==> src/rtl/aram_arbiter.sv <==
// aram_arbiter: shares one single-port audio RAM between the SPC700 CPU (port C)
// and the DSP sample/echo engine (port D). One access is issued per cycle, the
// DSP normally wins, and a burst limiter guarantees the CPU a slot after
// DSP_BURST_MAX consecutive contended DSP grants. Read data is tagged to its
// owner through a short pipe matching the RAM read latency.
module aram_arbiter #(
  parameter int DSP_BURST_MAX = 3,
  parameter int READ_LATENCY  = 1
) (
  input  logic        clock,
  input  logic        reset,
  input  logic        in_c_req,
  input  logic [15:0] in_c_address,
  input  logic [7:0]  in_c_write,
  input  logic        in_c_we,
  output logic        out_c_grant,
  output logic        out_c_rvalid,
  input  logic        in_d_req,
  input  logic [15:0] in_d_address,
  input  logic [7:0]  in_d_write,
  input  logic        in_d_we,
  output logic        out_d_grant,
  output logic        out_d_rvalid,
  output logic [7:0]  out_rdata,
  output logic [15:0] out_ram_address,
  output logic [7:0]  out_ram_write,
  output logic        out_ram_write_enable,
  input  logic [7:0]  in_ram_read,
  output logic [15:0] out_c_stall_count
);

  // Consecutive DSP grants taken while the CPU was waiting.
  logic [3:0] burst_cnt;
  logic       burst_full;

  // One {valid, owner} tag per outstanding read; owner 1 means DSP.
  logic [READ_LATENCY-1:0] tag_valid;
  logic [READ_LATENCY-1:0] tag_owner;
  logic                    read_issue;

  assign burst_full = (burst_cnt == 4'(DSP_BURST_MAX));

  // Arbitration and RAM drive, purely combinational from the requests so a
  // grant lands in the same cycle as the request.
  always_comb begin
    out_c_grant          = 1'b0;
    out_d_grant          = 1'b0;
    out_ram_address      = 16'h0000;
    out_ram_write        = 8'h00;
    out_ram_write_enable = 1'b0;
    read_issue           = 1'b0;
    if (!reset) begin
      if (in_c_req && (!in_d_req || burst_full)) begin
        out_c_grant = 1'b1;
      end else if (in_d_req) begin
        out_d_grant = 1'b1;
      end
      if (out_c_grant) begin
        out_ram_address      = in_c_address;
        out_ram_write        = in_c_write;
        out_ram_write_enable = in_c_we;
        read_issue           = !in_c_we;
      end else if (out_d_grant) begin
        out_ram_address      = in_d_address;
        out_ram_write        = in_d_write;
        out_ram_write_enable = in_d_we;
        read_issue           = !in_d_we;
      end
    end
  end

  // Burst limiter: counts DSP wins against a waiting CPU and restarts
  // whenever the CPU gets through or stops asking.
  always_ff @(posedge clock) begin
    if (reset) begin
      burst_cnt <= 4'd0;
    end else if (out_c_grant || !in_c_req) begin
      burst_cnt <= 4'd0;
    end else if (out_d_grant) begin
      burst_cnt <= burst_cnt + 4'd1;
    end
  end

  // Tag pipe that follows each granted read until its data comes back;
  // reset drops anything in flight.
  always_ff @(posedge clock) begin
    if (reset) begin
      tag_valid <= '0;
      tag_owner <= '0;
    end else begin
      tag_valid[0] <= read_issue;
      tag_owner[0] <= out_d_grant;
      for (int i = 1; i < READ_LATENCY; i++) begin
        tag_valid[i] <= tag_valid[i-1];
        tag_owner[i] <= tag_owner[i-1];
      end
    end
  end

  // Saturating count of cycles where the CPU asked but was not served.
  always_ff @(posedge clock) begin
    if (reset) begin
      out_c_stall_count <= 16'h0000;
    end else if (in_c_req && !out_c_grant && (out_c_stall_count != 16'hFFFF)) begin
      out_c_stall_count <= out_c_stall_count + 16'd1;
    end
  end

  assign out_c_rvalid = !reset && tag_valid[READ_LATENCY-1] && !tag_owner[READ_LATENCY-1];
  assign out_d_rvalid = !reset && tag_valid[READ_LATENCY-1] &&  tag_owner[READ_LATENCY-1];
  assign out_rdata    = in_ram_read;

endmodule

==> config.mk <==
export PLATFORM = sky130hd
export DESIGN_NAME = aram_arbiter
export DESIGN_NICKNAME = d
export VERILOG_FILES = /design/src/rtl/aram_arbiter.sv
export SDC_FILE = /design/constraint.sdc
export NUM_CORES = 1
export LEC_CHECK = 0
export CORE_ASPECT_RATIO = 1.75
export CORE_MARGIN = 5
export CORE_UTILIZATION = 30
export DETAILED_ROUTE_END_ITERATION = 10
export DONT_BUFFER_PORTS = 1
export SETUP_SLACK_MARGIN = 0.2
export SYNTH_ARGS = -nofsm -noshare
export SYNTH_HDL_FRONTEND = slang
export SYNTH_SLANG_ARGS = --single-unit
==> constraint.sdc <==
create_clock -name clock -period 1.7 [get_ports clock]
set_input_delay 0.17 -clock clock [delete_from_list [all_inputs] [get_ports clock]]
set_output_delay 0.17 -clock clock [all_outputs]
set_load 0.01 [all_outputs]
==> flow_metrics.env <==
export IMPL_outcome="finished, violations left"
export IMPL_violations="negative setup slack"
export IMPL_ant_nets=0
export IMPL_power_frac_seq_pct=45.4
export IMPL_dp_hpwl_mm=3.394
export IMPL_drive_above_1_share_pct=48.50
export IMPL_ios=115
export IMPL_cp_start_kind="register"
export IMPL_die_area_sq_mm=0.006484
export IMPL_path_cells="ha_4 > or3b_4 > a21oi_4 > buf_12 > a22o_1"
export IMPL_die_width_microns=63.05
export IMPL_layout_nets=265
export IMPL_cp_arrival_ns=1.69
export IMPL_clock_sinks=22
export IMPL_fp_dieH_microns=102.8
export IMPL_grt_usage_pct=14.65
export IMPL_required_ns=1.53
export IMPL_syn_nets=234
export IMPL_synth_main_ff_cell="dfxtp_1"
export IMPL_synth_commonest_cells="a22o_1, dfxtp_1, a21oi_1"
export IMPL_finalCriticalPeriod_ns=1.865
export IMPL_cap_violations=0
export IMPL_pwr_share_clk_pct=33.9
export IMPL_clock_path_buffers=2
export IMPL_rsz0062_at_grt="true"
export IMPL_grt_pass1_vias=1700
export IMPL_timing_hold_ws_ns=0.01830
export IMPL_max_stage_delay_ns=0.39
export IMPL_p_sw_w=0.0003092
export IMPL_synth_warnings=0
export IMPL_syn_cell_area_sq_mm=0.001478
export IMPL_cts_made_buffers=3
export IMPL_overflow=0
export IMPL_core_rowCount=33
export IMPL_worst_skew_pair_late_latency_ns=0.27
export IMPL_final_cell_area_sq_mm=0.002277
export IMPL_routed_wl_mm=5.382
export IMPL_p_sw_share_pct=26.54
export IMPL_maxSlewViolCount=0
export IMPL_max_slew_margin_pct=38.55
export IMPL_crit_fanout=27
export IMPL_synth_edf_count=0
export IMPL_grt_max_degree=30
export IMPL_finalHoldViolations=0
export IMPL_fin_setup_tns_ns=-4.610
export IMPL_yosys_register_bits=22
export IMPL_p_per_area_mw_per_mm2=511.5
export IMPL_cts_root_buf="clkbuf_8"
export IMPL_finalCritPeriodShare_pct=109.7
export IMPL_synth_top_area_share_pct=29.81
export IMPL_layout_cells_non_filler=252
export IMPL_drc=0
export IMPL_p_int_w=0.0008557
export IMPL_synth_avg_cell_area_sq_um=8.692
export IMPL_preCtsSetupSlack_ns=0.04735
export IMPL_dpl_cell_count=231
export IMPL_critPathKind="reg -> out"
export IMPL_antennaDiodeCount=0
export IMPL_setup_violations=40
export IMPL_cpMaxStageDelayCell="or3b_4"
export IMPL_async_flop_share_pct=0
export IMPL_worst_slew_pin_slew_ns=0.9188
export IMPL_dr_pass1_iters=5
export IMPL_peakVddDrop_mv=0.4017
export IMPL_area_growth_pct=54.11
export IMPL_start_util_pct=31.12
export IMPL_synth_most_common_cell="a22o_1"
export IMPL_port_buffers=0
export IMPL_core_area_sq_mm=0.004748
export IMPL_gp_congestion=0.7554
export IMPL_fin_worst_skew_ns=0.001967
export IMPL_h_tree_depth=1
export IMPL_synth_top_cell_by_area="dfxtp_1"
export IMPL_place_area_sq_mm=0.001718
export IMPL_max_freq_mhz=536.2
export IMPL_grt_pass1_wl_mm=7.693
export IMPL_synth_area_leaders="dfxtp_1, a22o_1, o31ai_1, or4_1, a21oi_1"
export IMPL_nFillCells=420
export IMPL_yosysUniqueCellTypes=38
export IMPL_drt_initial_drc_count=102
export IMPL_layout_setup_ws_ns=-0.1649
export IMPL_cts_tree="done"
export IMPL_avgViaCountPerCell=6.417
export IMPL_antenna_found_initial=0
export IMPL_hold_path_class="in -> reg"
export IMPL_clkTransAtPathRegs_ns=0.09
export IMPL_wl_per_cell_microns=21.36
export IMPL_num_vias=1617
export IMPL_seq_area_frac_synth_pct=29.81
export IMPL_synthCells=170
export IMPL_leakage_nw=0.8256
export IMPL_combPwrFrac_pct=20.7
export IMPL_setup_worst_path_end_class="output port"
worst paths after layout:
check / start / to / slack, ns / depth (start not counted)
max reg2reg: burst_cnt[1] / out_c_stall_count[4] / -0.13 / 9
min: in_c_req / tag_owner / 0.02 / 1
max: burst_cnt[1] / out_ram_address[4] / -0.16 / 5
min reg2reg: out_c_stall_count[2] / out_c_stall_count[2] / 0.51 / 2
cell families after synthesis:
group | after synthesis | synth area share (%)
compound gates | 60 | 30.06
xor+xnor | 1 | 0.5928
fa+ha+maj | 2 | 1.693
buf+inv | 25 | 10.75
flops | 22 | 29.81
mux | 2 | 1.524
simple gates | 58 | 25.57
power by group through the flow:
stage               Sequential [W]  Clock [W]  Combinational, W
global placement          0.000541          0          0.000139
detailed placement        0.000542          0          0.000140
floorplan                 0.000543          0          0.000140
finish                    0.000528   0.000395          0.000241
global route              0.000530   0.000421          0.000257
CTS                       0.000529   0.000396          0.000232
sequential cells by signal, indices dropped and copies added (netlist names):
| register | cells |
|---|---|
| tag_valid | 1 |
| burst_cnt | 4 |
| tag_owner | 1 |
| out_c_stall_count | 16 |
metrics by stage:
stage	power, W	util, %
after floorplan	0.0006830	-
after global placement	0.0006808	36.18
after detailed placement	0.0006815	36.18
after CTS	0.001158	44.22
after global routing	0.001207	47.96
final	0.001165	47.96
routing by layer:
layer,global-route usage [%],vias to the layer above,routed length (microns)
li1,-,729,-
met1,12.81,745,1741
met2,28.70,122,2940
met3,4.362,21,519
met4,8.660,0,180
met5,0,-,0
final cells by class:
class / count / area (sq um) / area share (%)
multi-input cells: 123 / 1179 / 51.76
flip-flops and latches: 22 / 451.7 / 19.84
repair buffers: 46 / 508.0 / 22.31
clock buffers: 4 / 55.05 / 2.418
well taps: 52 / 65.06 / 2.857
inverters: 5 / 18.77 / 0.8242
what timing repair did:
action / in CTS / in global routing
resized for setup: 32 / 24
cloned: 3 / 0
pin swaps: 16 / 17
buffers inserted: 8 / 5
setup endpoints to repair: 44 / 47
hold endpoints to repair: 19 / 0
hold buffers: 1 / 0
critical path: cells and delay by family, from the launching register on:
kind | cells | cell delay (ns)
compound gates | 2 | 0.35
fa+ha+maj | 1 | 0.13
buf+inv | 1 | 0.18
flops | 1 | 0.36
simple gates | 1 | 0.39
placed cells by master (no fill, tap or decap), types with 5 or more instances in the layout:
master	count
or4_1	6
a22o_4	6
a21oi_1	10
a22o_1	20
inv_1	5
buf_12	5
dfxtp_1	17
nand2_1	5
o31ai_1	5
nand3_1	7
buf_4	28
buf_6	6
Note: power is estimated with default switching activity, not from simulation.
